[config.mk]
export PLATFORM = sky130hd
export DESIGN_NAME = ir_ac_frame_rx_flat
export DESIGN_NICKNAME = d
export VERILOG_FILES = /design/src/rtl/ir_ac_frame_rx_if.sv /design/src/rtl/ir_ac_frame_rx.sv /design/src/flat_wrapper.sv
export SDC_FILE = /design/constraint.sdc
export NUM_CORES = 1
export LEC_CHECK = 0
export CAP_MARGIN = 20
export CORE_MARGIN = 1
export CORE_UTILIZATION = 40
export DETAILED_ROUTE_END_ITERATION = 10
export GPL_TIMING_DRIVEN = 0
export HOLD_SLACK_MARGIN = 0.08
export PLACE_DENSITY = 0.67
export SYNTH_ARGS = -nofsm -noshare
export SYNTH_HDL_FRONTEND = slang
export SYNTH_SLANG_ARGS = --single-unit
[constraint.sdc]
create_clock -name clk -period 6.9 [get_ports clk]
set_clock_uncertainty 0.2 [all_clocks]
set_input_delay 1.38 -clock clk [delete_from_list [all_inputs] [get_ports clk]]
set_output_delay 1.38 -clock clk [all_outputs]
set_load 0.01 [all_outputs]
[src/rtl/ir_ac_frame_rx_if.sv]
// ir_ac_frame_rx_if: IR air-conditioner frame receiver signal bundle.
//   ir_in        demodulated IR line (0 = mark, 1 = space)
//   data35       last valid 35-bit block, first-received bit in [34]
//   data32       last valid 32-bit block, first-received bit in [31]
//   frame_valid  one-cycle strobe, data35/data32 updated in the same cycle
//   frame_err    one-cycle strobe on a protocol violation
//   err_code     cause of last error (1 leader, 2 bit mark, 3 bit space, 4 connect, 5 stop)
//   busy         receiver is inside a frame
// master: the receiver; slave: the pin driver / consumer side.
interface ir_ac_frame_rx_if;
  logic        ir_in;
  logic [34:0] data35;
  logic [31:0] data32;
  logic        frame_valid;
  logic        frame_err;
  logic [2:0]  err_code;
  logic        busy;

  modport master (
    input  ir_in,
    output data35, data32, frame_valid, frame_err, err_code, busy
  );

  modport slave (
    output ir_in,
    input  data35, data32, frame_valid, frame_err, err_code, busy
  );
endinterface

[src/rtl/ir_ac_frame_rx.sv]
// ir_ac_frame_rx: measures mark/space durations on the demodulated IR line and
// decodes leader, 35-bit block, connect gap, 32-bit block and stop mark.
// Ports:
//   clk  system clock
//   rst  synchronous, active-low reset
//   bus  ir_ac_frame_rx_if.master (ir_in in; data35, data32, frame_valid,
//        frame_err, err_code, busy out)
// Optional macro IR_RX_GLITCH_FILTER_EN: lvl only follows the synchronized
// input once it has held a new value for FILT_CYC consecutive cycles.
module ir_ac_frame_rx #(
  parameter int unsigned T_LEAD_MARK_MIN  = 800000,
  parameter int unsigned T_LEAD_MARK_MAX  = 1000000,
  parameter int unsigned T_LEAD_SPACE_MIN = 350000,
  parameter int unsigned T_LEAD_SPACE_MAX = 550000,
  parameter int unsigned T_MARK_MIN       = 40000,
  parameter int unsigned T_MARK_MAX       = 110000,
  parameter int unsigned T_SPACE_MIN      = 20000,
  parameter int unsigned T_BIT_THR        = 100000,
  parameter int unsigned T_SPACE_MAX      = 200000,
  parameter int unsigned T_CONN_MIN       = 1800000,
  parameter int unsigned T_CONN_MAX       = 2300000,
  parameter int unsigned FILT_CYC         = 2000
) (
  input logic             clk,
  input logic             rst,
  ir_ac_frame_rx_if.master bus
);

  localparam int unsigned CW = 22;
  localparam int unsigned BW = 6;

  localparam logic [CW-1:0] LM_MIN = CW'(T_LEAD_MARK_MIN);
  localparam logic [CW-1:0] LM_MAX = CW'(T_LEAD_MARK_MAX);
  localparam logic [CW-1:0] LS_MIN = CW'(T_LEAD_SPACE_MIN);
  localparam logic [CW-1:0] LS_MAX = CW'(T_LEAD_SPACE_MAX);
  localparam logic [CW-1:0] M_MIN  = CW'(T_MARK_MIN);
  localparam logic [CW-1:0] M_MAX  = CW'(T_MARK_MAX);
  localparam logic [CW-1:0] S_MIN  = CW'(T_SPACE_MIN);
  localparam logic [CW-1:0] S_THR  = CW'(T_BIT_THR);
  localparam logic [CW-1:0] S_MAX  = CW'(T_SPACE_MAX);
  localparam logic [CW-1:0] C_MIN  = CW'(T_CONN_MIN);
  localparam logic [CW-1:0] C_MAX  = CW'(T_CONN_MAX);

  if (FILT_CYC == 0) begin : g_filt_chk
    $error("FILT_CYC must be at least 1");
  end

  typedef enum logic [2:0] {
    IDLE, LEAD_MARK, LEAD_SPACE, BIT_MARK, BIT_SPACE, CONN_MARK, CONN_SPACE, STOP_MARK
  } state_t;

  state_t          state, state_nxt;
  logic            sync1, sync2, lvl, lvl_d, lvl_edge;
  logic [CW-1:0]   cnt;
  logic [BW-1:0]   bcnt;
  logic            phase;
  logic [34:0]     sr35;
  logic [31:0]     sr32;
  logic [CW-1:0]   win_lo, win_hi;
  logic [2:0]      code;
  logic            shift_en, start, set_phase, load, err, bit_val;

  // Two-flop synchronizer, idles at space
  always_ff @(posedge clk) begin
    if (!rst) begin
      sync1 <= 1'b1;
      sync2 <= 1'b1;
    end else begin
      sync1 <= bus.ir_in;
      sync2 <= sync1;
    end
  end

`ifdef IR_RX_GLITCH_FILTER_EN
  localparam int unsigned FW = $clog2(FILT_CYC + 1);
  logic [FW-1:0] fcnt;

  // Accept a new level only after FILT_CYC stable cycles
  always_ff @(posedge clk) begin
    if (!rst) begin
      lvl  <= 1'b1;
      fcnt <= '0;
    end else if (sync2 == lvl) begin
      fcnt <= '0;
    end else if (fcnt == FW'(FILT_CYC - 1)) begin
      lvl  <= sync2;
      fcnt <= '0;
    end else begin
      fcnt <= fcnt + FW'(1);
    end
  end
`else
  assign lvl = sync2;
`endif

  assign lvl_edge = lvl ^ lvl_d;
  assign bit_val  = (cnt >= S_THR);

  // Duration counter: restarts on each edge, saturates at all-ones
  always_ff @(posedge clk) begin
    if (!rst) begin
      lvl_d <= 1'b1;
      cnt   <= '0;
    end else begin
      lvl_d <= lvl;
      if (lvl_edge)
        cnt <= '0;
      else if (cnt != '1)
        cnt <= cnt + CW'(1);
    end
  end

  // State register
  always_ff @(posedge clk) begin
    if (!rst) state <= IDLE;
    else      state <= state_nxt;
  end

  // Next state: window per state, edge-in-window advances, otherwise error
  always_comb begin
    state_nxt = state;
    win_lo    = '0;
    win_hi    = '1;
    code      = 3'd0;
    shift_en  = 1'b0;
    start     = 1'b0;
    set_phase = 1'b0;
    load      = 1'b0;
    err       = 1'b0;

    case (state)
      LEAD_MARK:  begin win_lo = LM_MIN; win_hi = LM_MAX; code = 3'd1; end
      LEAD_SPACE: begin win_lo = LS_MIN; win_hi = LS_MAX; code = 3'd1; end
      BIT_MARK:   begin win_lo = M_MIN;  win_hi = M_MAX;  code = 3'd2; end
      BIT_SPACE:  begin win_lo = S_MIN;  win_hi = S_MAX;  code = 3'd3; end
      CONN_MARK:  begin win_lo = M_MIN;  win_hi = M_MAX;  code = 3'd4; end
      CONN_SPACE: begin win_lo = C_MIN;  win_hi = C_MAX;  code = 3'd4; end
      STOP_MARK:  begin win_lo = M_MIN;  win_hi = M_MAX;  code = 3'd5; end
      default:    ;
    endcase

    if (state == IDLE) begin
      // Only a fresh falling edge starts a leader
      if (lvl_edge && !lvl) begin
        state_nxt = LEAD_MARK;
        start     = 1'b1;
      end
    end else if (lvl_edge) begin
      if (cnt >= win_lo && cnt <= win_hi) begin
        case (state)
          LEAD_MARK:  state_nxt = LEAD_SPACE;
          LEAD_SPACE: state_nxt = BIT_MARK;
          BIT_MARK:   state_nxt = BIT_SPACE;
          BIT_SPACE: begin
            shift_en = 1'b1;
            if (!phase && bcnt == BW'(34))     state_nxt = CONN_MARK;
            else if (phase && bcnt == BW'(31)) state_nxt = STOP_MARK;
            else                               state_nxt = BIT_MARK;
          end
          CONN_MARK:  state_nxt = CONN_SPACE;
          CONN_SPACE: begin
            set_phase = 1'b1;
            state_nxt = BIT_MARK;
          end
          STOP_MARK: begin
            load      = 1'b1;
            state_nxt = IDLE;
          end
          default:    state_nxt = IDLE;
        endcase
      end else begin
        err = 1'b1;
      end
    end else if (cnt > win_hi) begin
      err = 1'b1;
    end

    if (err) state_nxt = IDLE;
  end

  // Bit assembly and registered outputs
  always_ff @(posedge clk) begin
    if (!rst) begin
      bcnt            <= '0;
      phase           <= 1'b0;
      sr35            <= '0;
      sr32            <= '0;
      bus.data35      <= '0;
      bus.data32      <= '0;
      bus.frame_valid <= 1'b0;
      bus.frame_err   <= 1'b0;
      bus.err_code    <= '0;
      bus.busy        <= 1'b0;
    end else begin
      bus.frame_valid <= load;
      bus.frame_err   <= err;
      bus.busy        <= (state_nxt != IDLE);
      if (err) bus.err_code <= code;

      if (start || set_phase) bcnt <= '0;
      else if (shift_en)      bcnt <= bcnt + BW'(1);

      if (start)          phase <= 1'b0;
      else if (set_phase) phase <= 1'b1;

      if (shift_en) begin
        if (phase) sr32 <= {sr32[30:0], bit_val};
        else       sr35 <= {sr35[33:0], bit_val};
      end

      if (load) begin
        bus.data35 <= sr35;
        bus.data32 <= sr32;
      end
    end
  end

endmodule
[src/flat_wrapper.sv]
// flat-port wrapper written by rule: the top's interface ports become plain ports
module ir_ac_frame_rx_flat 
#(
  parameter int unsigned T_LEAD_MARK_MIN  = 800000,
  parameter int unsigned T_LEAD_MARK_MAX  = 1000000,
  parameter int unsigned T_LEAD_SPACE_MIN = 350000,
  parameter int unsigned T_LEAD_SPACE_MAX = 550000,
  parameter int unsigned T_MARK_MIN       = 40000,
  parameter int unsigned T_MARK_MAX       = 110000,
  parameter int unsigned T_SPACE_MIN      = 20000,
  parameter int unsigned T_BIT_THR        = 100000,
  parameter int unsigned T_SPACE_MAX      = 200000,
  parameter int unsigned T_CONN_MIN       = 1800000,
  parameter int unsigned T_CONN_MAX       = 2300000,
  parameter int unsigned FILT_CYC         = 2000
)
  (clk, rst, bus_ir_in, bus_data35, bus_data32, bus_frame_valid, bus_frame_err, bus_err_code, bus_busy);
  ir_ac_frame_rx_if bus_i ();
  input logic clk;
  input logic rst;
  input wire logic [$bits(bus_i.ir_in)-1:0] bus_ir_in;
  output wire logic [$bits(bus_i.data35)-1:0] bus_data35;
  output wire logic [$bits(bus_i.data32)-1:0] bus_data32;
  output wire logic [$bits(bus_i.frame_valid)-1:0] bus_frame_valid;
  output wire logic [$bits(bus_i.frame_err)-1:0] bus_frame_err;
  output wire logic [$bits(bus_i.err_code)-1:0] bus_err_code;
  output wire logic [$bits(bus_i.busy)-1:0] bus_busy;
  assign bus_i.ir_in = bus_ir_in;
  assign bus_data35 = bus_i.data35;
  assign bus_data32 = bus_i.data32;
  assign bus_frame_valid = bus_i.frame_valid;
  assign bus_frame_err = bus_i.frame_err;
  assign bus_err_code = bus_i.err_code;
  assign bus_busy = bus_i.busy;
  ir_ac_frame_rx #(.T_LEAD_MARK_MIN(T_LEAD_MARK_MIN), .T_LEAD_MARK_MAX(T_LEAD_MARK_MAX), .T_LEAD_SPACE_MIN(T_LEAD_SPACE_MIN), .T_LEAD_SPACE_MAX(T_LEAD_SPACE_MAX), .T_MARK_MIN(T_MARK_MIN), .T_MARK_MAX(T_MARK_MAX), .T_SPACE_MIN(T_SPACE_MIN), .T_BIT_THR(T_BIT_THR), .T_SPACE_MAX(T_SPACE_MAX), .T_CONN_MIN(T_CONN_MIN), .T_CONN_MAX(T_CONN_MAX), .FILT_CYC(FILT_CYC)) u_core (.clk(clk), .rst(rst), .bus(bus_i));
endmodule
==> results of run 1 <==
==> flip-flops by register name, summed over array words and instances (netlist names) <==
signal / flops
u_core.bus.frame_err: 1
u_core.sr32: 32
u_core.bus.busy: 1
u_core.lvl: 1
u_core.sync1: 1
u_core.bus.data32: 32
u_core.state: 3
u_core.bus.data35: 35
u_core.bus.frame_valid: 1
u_core.lvl_d: 1
u_core.phase: 1
u_core.sr35: 35
u_core.cnt: 22
u_core.bus.err_code: 3
u_core.bcnt: 6
==> logic make-up (layout without fill, tap and decap cells) <==
group	after synthesis	after routing	synth area share
AO/OA/AOI/OAI	89	89	0.07794
adder cells (fa/ha/maj)	42	42	0.06708
XOR/XNOR	15	15	0.01748
multiplexers	137	137	0.1726
AND/OR/NAND/NOR	315	315	0.1845
buffers and inverters	63	169	0.03952
flip-flops	175	175	0.4409
==> worst max-delay path, stage by stage (launching register included) <==
cell and delay (ns):
dfxtp_1 0.40, buf_2 0.23, nor2b_1 0.42, nor2b_1 0.30, or3_1 0.14, clkbuf_1 0.34, inv_1 0.22, a21oi_1 0.25
ha_1 0.19, nand4_1 0.13, or2_1 0.27, or4_4 0.51, a22oi_4 0.27, nor2_2 0.09, nor4_4 0.46, buf_6 0.25
buf_6 0.20, mux2i_1 0.19
==> worst paths after layout <==
path,startpoint,endpoint,cells after the start
worst max-delay path,u_core.state[1],u_core.bus.data32[26],17
worst max register to register,u_core.state[1],u_core.bus.data32[26],17
worst min register to register,u_core.sync1,u_core.lvl,1
worst min-delay path,u_core.sync1,u_core.lvl,1
==> power groups by stage <==
stage / Sequential (W) / Combinational, W / Clock (W)
final: 0.00101 / 0.0000431 / 0.000972
after global routing: 0.00101 / 0.0000483 / 0.00103
after CTS: 0.00101 / 0.0000434 / 0.000986
after detailed placement: 0.00104 / 0.0000431 / 0
after global placement: 0.00104 / 0.0000427 / 0
after floorplan: 0.00104 / 0.0000290 / 0
==> layer usage <==
layer / GRT usage / vias up / part of all wire
li1: - / 3142 / -
met1: 0.2419 / 2865 / 0.50
met2: 0.2793 / 128 / 0.45
met3: 0.03253 / 29 / 0.040
met4: 0.06395 / 0 / 0.017
met5: 0 / - / 0
==> final cells by class <==
type	instances	area, sq um
Tap cell	265	331.6
Sequential cell	175	3503
Fill cell	1834	9836
Clock inverter	13	158.9
Clock buffer	18	439.2
Inverter	14	52.55
Buffer	49	261.5
Multi-Input combinational cell	598	4129
Timing Repair Buffer	75	750.7
==> layout by cell type, fill, tap and decap left out, types with 7 or more instances in the layout <==
cell,netlist,layout
a21oi_1,21,21
and3_1,7,7
buf_4,11,11
clkbuf_1,27,27
clkbuf_16,0,17
clkdlybuf4s50_1,0,75
dfxtp_1,175,175
ha_1,41,41
inv_1,13,13
mux2i_1,137,137
nand2_1,162,162
nand2b_1,9,9
nand3_1,17,17
nand4_1,9,9
nor2_1,44,44
nor3_1,18,18
nor4_1,7,7
o211ai_1,7,7
o21ai_0,13,13
o31ai_1,9,9
or3_1,8,8
or4_1,7,7
xnor2_1,9,9
==> metrics by stage <==
stage	instance area, sq um	power [W]
CTS	9627	0.002044
floorplan	7946	0.001066
finish	9627	0.002030
global route	9627	0.002093
global placement	9029	0.001080
detailed placement	9029	0.001081
==> flow_metrics.tcl, run 1 <==
set metrics [dict create \
    yosys_register_bits 175 \
    ir_drop_mv 0.1676 \
    dp.cells 1176 \
    clkTransAtPathRegs_ns 0.07 \
    synth_area_sq_um 7946 \
    port_buffers 75 \
    end_kind "flop" \
    yosysSeqAreaShare 0.4409 \
    synthTopCellsByCount "dfxtp_1, nand2_1, mux2i_1" \
    cts_setup_buffers 0 \
    grt_overflow 0 \
    maxCapViolCount 0 \
    wl_microns 17530 \
    vias_per_cell 5.107 \
    power.density_nw_per_um2 210.9 \
    slew_headroom 0.6065 \
    cts_buffer_depth 2 \
    period_needed_ns 5.161 \
    antenna_found_initial 0 \
    pwr-share-seq 0.500 \
    track_usage 0.1776 \
    synth_area_leader_cell "dfxtp_1" \
    yosysUniqueCellTypes 63 \
    coreArea_sq_um 19460 \
    holdCritPathClass "flop to flop" \
    dr_total_vias 6164 \
    synthCells 836 \
    p_int_w 0.001573 \
    drtIter0Drc 410 \
    clock_latency_ns 0.43 \
    area_delta_synth_final_pct 21.15 \
    synthFlopType "dfxtp_1" \
    grt_start_max_net_pins 17 \
    clockPowerShare 0.479 \
    drv_slew 0 \
    power.switching_w 0.0004571 \
    leakage_nw 3.409 \
    clkSinkCount 175 \
    ant_nets 0 \
    max_freq_mhz 193.8 \
    synth_enable_flop_cells 0 \
    grt_pass1_vias 5867 \
    netlist.area_leader.share 0.4409 \
    rows 51 \
    tightest_slew_ns 0.5903 \
    cts_resized 0 \
    worstPathArrival_ns 5.32 \
    combPwrFrac 0.021 \
    fp.dieW_microns 142.9 \
    htreeDepth 4 \
    period_share 0.7480 \
    grt_pass1_wl_microns 28780 \
    synth_top_cells_by_area "dfxtp_1, mux2i_1, nand2_1" \
    fin_util 0.4946 \
    synth_area_per_cell_sq_um 9.505 \
    io_pins 76 \
    rsz0062_at_grt "false" \
    fin_setup_tns_ns 0 \
    cts_tree "done" \
    initial_core_util 0.4083 \
    startpoint_type "flop" \
    fin_ws_ns 1.739 \
    pre_cts_slack_ns 1.772 \
    fin_hold_ws_ns 0.2276 \
    worstSetupPathType "flop to flop" \
    cts_made_buffers 17 \
    routedWlPerCell_microns 14.53 \
    r2r_setup_slack_ns 1.74 \
    finalNetCount 975 \
    yosysWarningCount 0 \
    p_sw_frac 0.2252 \
    outcome "finished clean" \
    remaining_drc_errors 0 \
    dp_hpwl_microns 12680 \
    synthArstFlopShare 0 \
    place_congestion 0.8444 \
    critPathRequiredTime_ns 7.06 \
    layout.cells.non_filler 1207 \
    yosysMostFrequentCell "dfxtp_1" \
    first_pass_iters 5 \
    syn_nets 881 \
    finalHoldViolCount 0 \
    die_area_sq_um 20430 \
    cts_hold_buffers 0 \
    cts-root-buf "clkbuf_16" \
    critPathMaxFanout 10 \
    drive_gt1_frac 0.06263 \
    antenna_cells 0 \
    setup_viol 0 \
    die_h_microns 142.9 \
]
(Power assumes the default switching activity.)
==> inputs of run 2 (changes only) <==
--- a/config.mk
+++ b/config.mk
@@ -11,7 +11,7 @@
 export DETAILED_ROUTE_END_ITERATION = 10
 export GPL_TIMING_DRIVEN = 0
 export HOLD_SLACK_MARGIN = 0.08
-export PLACE_DENSITY = 0.67
+export PLACE_DENSITY = 0.69
 export SYNTH_ARGS = -nofsm -noshare
 export SYNTH_HDL_FRONTEND = slang
 export SYNTH_SLANG_ARGS = --single-unit
==> constraint.sdc (replaced) <==
create_clock -name clk -period 4.37 [get_ports clk]
set_clock_uncertainty 0.2 [all_clocks]
set_input_delay 0.874 -clock clk [delete_from_list [all_inputs] [get_ports clk]]
set_output_delay 0.874 -clock clk [all_outputs]
set_load 0.01 [all_outputs]
==> run 2 against run 1 <==
Effect of this change: global-route usage up 0.23 points; sequential cell count unchanged; clock-buffer cell count up 1; hold slack better by 0.0019 ns; combinational power up 61%; die area unchanged; setup slack worse by 1.6 ns; cell area up 1.5%; via count up 0.54%; first-iteration DRC count down 13%; largest power group unchanged; non-clock buffer count up 8; critical path type unchanged.
==> flow_metrics.tcl, run 2 (synthesized netlist as in run 1, its figures left out) <==
set metrics [dict create \
    initial_core_util 0.4083 \
    clockPowerShare 0.481 \
    drive_gt1_frac 0.08833 \
    fin_setup_tns_ns 0 \
    finalPower_w 0.003219 \
    combPwrFrac 0.022 \
    drtIter0Drc 357 \
    antenna_found_initial 0 \
    period_needed_ns 4.238 \
    setup_viol 0 \
    worstPathArrival_ns 4.40 \
    critPathMaxFanout 8 \
    max_freq_mhz 236.0 \
    worstSetupPathType "flop to flop" \
    die_h_microns 142.9 \
    track_usage 0.1799 \
    p_sw_frac 0.2363 \
    p_int_w 0.002459 \
    period_share 0.9697 \
    end_kind "flop" \
    rows 51 \
    finalNetCount 983 \
    clkTransAtPathRegs_ns 0.07 \
    die_area_sq_um 20430 \
    cts_made_buffers 17 \
    grt_pass1_vias 5717 \
    place_congestion 0.8189 \
    outcome "finished clean" \
    slew_headroom 0.6222 \
    power.switching_w 0.0007609 \
    tightest_slew_ns 0.5667 \
    final_common_cell "dfxtp_1" \
    routedWlPerCell_microns 14.56 \
    io_pins 76 \
    postLayoutCellArea_sq_um 9776 \
    cts_tree "done" \
    fill_cells 1793 \
    startpoint_type "flop" \
    grt_pass1_wl_microns 29030 \
    multi_input_area_sq_um 4165 \
    cts_hold_buffers 0 \
    dp_hpwl_microns 12650 \
    reg_top3 "u_core.bus.data35 x35, u_core.sr35 x35" \
    dr_total_vias 6197 \
    fp.dieW_microns 142.9 \
    ant_nets 0 \
    layout_common_cells "dfxtp_1, nand2_1, mux2i_1" \
    wl_microns 17700 \
    antenna_cells 0 \
    pwr-share-seq 0.497 \
    port_buffers 75 \
    finalHoldViolCount 0 \
    cts-root-buf "clkbuf_16" \
    maxCapViolCount 0 \
    holdCritPathClass "flop to flop" \
    htreeDepth 4 \
    cts_buffer_depth 2 \
    ir_drop_mv 0.2582 \
    power.density_nw_per_um2 329.3 \
    area_delta_synth_final_pct 23.02 \
    first_pass_iters 4 \
    coreArea_sq_um 19460 \
    seq_area_sq_um 3505 \
    grt_overflow 0 \
    clkSinkCount 175 \
    fin_hold_ws_ns 0.2295 \
    grt_start_max_net_pins 18 \
    clock_latency_ns 0.43 \
    placed_area_sq_um 9029 \
    vias_per_cell 5.096 \
    leakage_nw 3.472 \
    critPathRequiredTime_ns 4.53 \
    remaining_drc_errors 0 \
    drv_slew 0 \
]
==> run 2: cell count changes in the layout (fill, tap and decap cells not counted), sizes merged <==
cell	before	now
bufinv	2	1
clkinvlp	1	2
inv	17	20
clkbuf	45	46
clkinv	7	4
buf	22	30
==> run 2: metal layers <==
| layer | routed length, microns | part of all wire | track usage | vias to the layer above |
|---|---|---|---|---|
| li1 | - | - | - | 3156 |
| met1 | 8737 | 0.49 | 0.2461 | 2886 |
| met2 | 7997 | 0.45 | 0.2816 | 125 |
| met3 | 622 | 0.035 | 0.03052 | 30 |
| met4 | 346 | 0.020 | 0.06904 | 0 |
| met5 | 0 | 0 | 0 | - |
==> run 2: timing repair <==
| action | CTS | global route |
|---|---|---|
| resized for setup | 10 | 22 |
| buffers inserted | 2 | 7 |
| pin swaps | 2 | 10 |
| endpoints found under the setup margin | 150 | 141 |
==> run 2: stage by stage <==
step           utilization  std cells  worst slack (ns)
4_1_cts             0.4969       1209          0.001882
6_report            0.5023       1216            0.1323
5_1_grt             0.5023       1216          -0.01849
3_3_place_gp        0.4639       1176           -0.7581
2_1_floorplan            -        836            0.1589
3_5_place_dp        0.4639       1176           -0.7180
==> run 2: final timing paths <==
path,start,to,slack (ns),depth (start not counted)
worst min register to register,u_core.lvl,u_core.lvl_d,0.23,2
worst min-delay path,u_core.lvl,u_core.lvl_d,0.23,2
worst max register to register,u_core.state[1],u_core.bcnt[3],0.13,13
worst max-delay path,u_core.state[1],u_core.bcnt[3],0.13,13
==> run 2: layout make-up <==
class | instances | share of cell area
Multi-Input combinational cell | 598 | 0.4261
Clock inverter | 13 | 0.01549
Tap cell | 265 | 0.03392
Inverter | 14 | 0.005632
Clock buffer | 19 | 0.04633
Buffer | 48 | 0.03033
Sequential cell | 175 | 0.3585
Timing Repair Buffer | 84 | 0.08371
==> run 2: worst max-delay path, stage by stage, from the launching register on <==
cell and delay [ns]:
dfxtp_2 0.36, fa_2 0.46, or3_4 0.46, inv_4 0.10, a21oi_1 0.06, ha_1 0.31
nand4_1 0.13, or2_1 0.26, or4_4 0.52, a22oi_4 0.24, o211ai_1 0.22, buf_4 0.23
or4_1 0.49, a21oi_2 0.12
==> run 2: power groups by stage <==
stage                     Clock (W)  Combinational (W)  Sequential [W]
after floorplan                   0          0.0000458         0.00164
after global placement            0          0.0000674         0.00164
after detailed placement          0          0.0000685         0.00164
after CTS                   0.00157          0.0000692         0.00160
after global routing        0.00164          0.0000768         0.00160
final                       0.00155          0.0000696         0.00160
==> inputs of run 3 (changes only) <==
--- a/config.mk
+++ b/config.mk
@@ -11,7 +11,7 @@
 export DETAILED_ROUTE_END_ITERATION = 10
 export GPL_TIMING_DRIVEN = 0
 export HOLD_SLACK_MARGIN = 0.08
-export PLACE_DENSITY = 0.69
+export PLACE_DENSITY = 0.67
 export SYNTH_ARGS = -nofsm -noshare
 export SYNTH_HDL_FRONTEND = slang
 export SYNTH_SLANG_ARGS = --single-unit
==> constraint.sdc (replaced) <==
create_clock -name clk -period 5 [get_ports clk]
set_clock_uncertainty 0.2 [all_clocks]
set_input_delay 1 -clock clk [delete_from_list [all_inputs] [get_ports clk]]
set_output_delay 1 -clock clk [all_outputs]
set_load 0.01 [all_outputs]
==> run 3 against run 2 <==
Effect of this change: via count shrank 0.69%; hold slack lost 0.0030 ns; fmax shrank 9.9%; non-clock buffer count shrank 9; cell area shrank 1.5%; combinational power shrank 15%; sequential share of layout area grew 0.53 points; setup slack gained 0.16 ns; power shrank 13%; core utilization shrank 0.75 points; critical endpoint is now u_core.bus.data32[26].
==> flow_metrics.tcl, run 3 (synthesized netlist as in run 1, its figures left out) <==
set metrics [dict create \
    power.density_nw_per_um2 290.8 \
    period_share 0.9410 \
    cpLargestDelayFamily "simple AND/OR/NAND/NOR gates" \
    maxCapViolCount 0 \
    cts_setup_buffers 0 \
    ant_nets 0 \
    setup_viol 0 \
    die_h_microns 142.9 \
    port_buffers 75 \
    track_usage 0.1776 \
    remaining_drc_errors 0 \
    wl_microns 17540 \
    drive_gt1_frac 0.06482 \
    path_buf_inv 3 \
    slew_headroom 0.5954 \
    antenna_cells 0 \
    max_freq_mhz 212.6 \
    crit_chain "fa_1 > or3_4 > inv_1 > a21oi_1 > ha_1 > nand4_1 > or2_1 > or4_4 > a22oi_4 > nor2_2 > nor4_4 > buf_6 > buf_6 > mux2i_1" \
    layout.cells.non_filler 1206 \
    cp_slowest_cell "fa_1" \
    area_delta_synth_final_pct 21.19 \
    finalNetCount 974 \
    cpMostUsedCell "buf_6" \
    cpPeakStageDelay_ns 0.56 \
    clock_latency_ns 0.43 \
    htreeDepth 4 \
    period_needed_ns 4.705 \
    ir_drop_mv 0.2313 \
    grt_overflow 0 \
    holdCritPathClass "flop to flop" \
    critPathMaxFanout 10 \
    worstSetupPathType "flop to flop" \
    grt_pass1_vias 5867 \
    drtIter0Drc 364 \
    initial_core_util 0.4083 \
    fin_util 0.4948 \
    place_congestion 0.8444 \
    rows 51 \
    dr_total_vias 6154 \
    clkSinkCount 175 \
    cts_hold_buffers 0 \
    drv_slew 0 \
    worstPathArrival_ns 4.86 \
    startpoint_type "flop" \
    dp.cells 1176 \
    leakage_nw 3.406 \
    grt_pass1_wl_microns 28780 \
    outcome "finished clean" \
    io_pins 76 \
    first_pass_iters 6 \
    coreArea_sq_um 19460 \
    finalHoldViolCount 0 \
    fp.dieW_microns 142.9 \
    grt_start_max_net_pins 17 \
    antenna_found_initial 0 \
    clkTransAtPathRegs_ns 0.07 \
    cts_made_buffers 17 \
    critPathRequiredTime_ns 5.16 \
    cts_buffer_depth 2 \
    end_kind "flop" \
    cts-root-buf "clkbuf_16" \
    tightest_slew_ns 0.6069 \
    r2r_setup_slack_ns 0.30 \
    vias_per_cell 5.103 \
    rsz0062_at_grt "false" \
    fin_setup_tns_ns 0 \
    reg_top3 "u_core.bus.data35 x35, u_core.sr35 x35" \
    routedWlPerCell_microns 14.54 \
    cts_tree "done" \
    fin_hold_ws_ns 0.2265 \
    final_common_cell "dfxtp_1" \
    pre_cts_slack_ns -0.1280 \
    fin_ws_ns 0.2952 \
    layout_common_cells "dfxtp_1, nand2_1, mux2i_1" \
    die_area_sq_um 20430 \
    dp_hpwl_microns 12680 \
]
[run 3: cell types whose count changed in the layout (fill, tap and decap cells not counted), moves of 2 or more]
cell | previous run | this run
clkbuf_2 | 4 | 0
o31ai_1 | 7 | 9
buf_6 | 6 | 4
buf_8 | 2 | 0
buf_4 | 20 | 11
o31ai_2 | 2 | 0
clkbuf_1 | 23 | 26
buf_1 | 0 | 2
inv_8 | 3 | 0
clkinv_2 | 1 | 3
buf_2 | 2 | 5
[run 3: layer usage]
| layer | global-route usage | vias up | routed length [microns] |
|---|---|---|---|
| met5 | 0 | - | 0 |
| met4 | 0.06395 | 0 | 311 |
| met3 | 0.03253 | 31 | 763 |
| met2 | 0.2793 | 135 | 7844 |
| met1 | 0.2419 | 2846 | 8617 |
| li1 | - | 3142 | - |
[run 3: power breakdown]
part / internal (W) / switching (W)
Clock: 0.000758 / 0.000582
Sequential: 0.00140 / 0.00000384
Combinational: 0.0000160 / 0.0000433
[run 3: per-stage QoR]
step	instance area [sq um]	total power, W
floorplan	7946	0.001471
global placement	9029	0.001491
detailed placement	9029	0.001492
CTS	9625	0.002820
global route	9630	0.002889
finish	9630	0.002800
[run 3: worst paths after layout]
kind	startpoint	to	cells after the start
setup reg to reg	u_core.state[1]	u_core.bus.data32[26]	14
setup / recovery	u_core.state[1]	u_core.bus.data32[26]	14
hold reg to reg	u_core.sync1	u_core.lvl	1
hold / removal	u_core.sync1	u_core.lvl	1
[run 3: layout make-up]
cell class / instances / area, sq um
multi-input combinational: 598 / 4136
clock inverter: 13 / 158.9
tap: 265 / 331.6
timing repair buffer: 75 / 750.7
inverter: 14 / 52.55
buffer: 48 / 257.7
sequential: 175 / 3503
fill: 1832 / 9832
clock buffer: 18 / 439.2
[run 3: repair_timing]
| item | in CTS | in global routing |
|---|---|---|
| gates resized for setup | 1 | 1 |
| setup endpoints to repair | 85 | 82 |
| endpoints found under the hold margin | 0 | 0 |
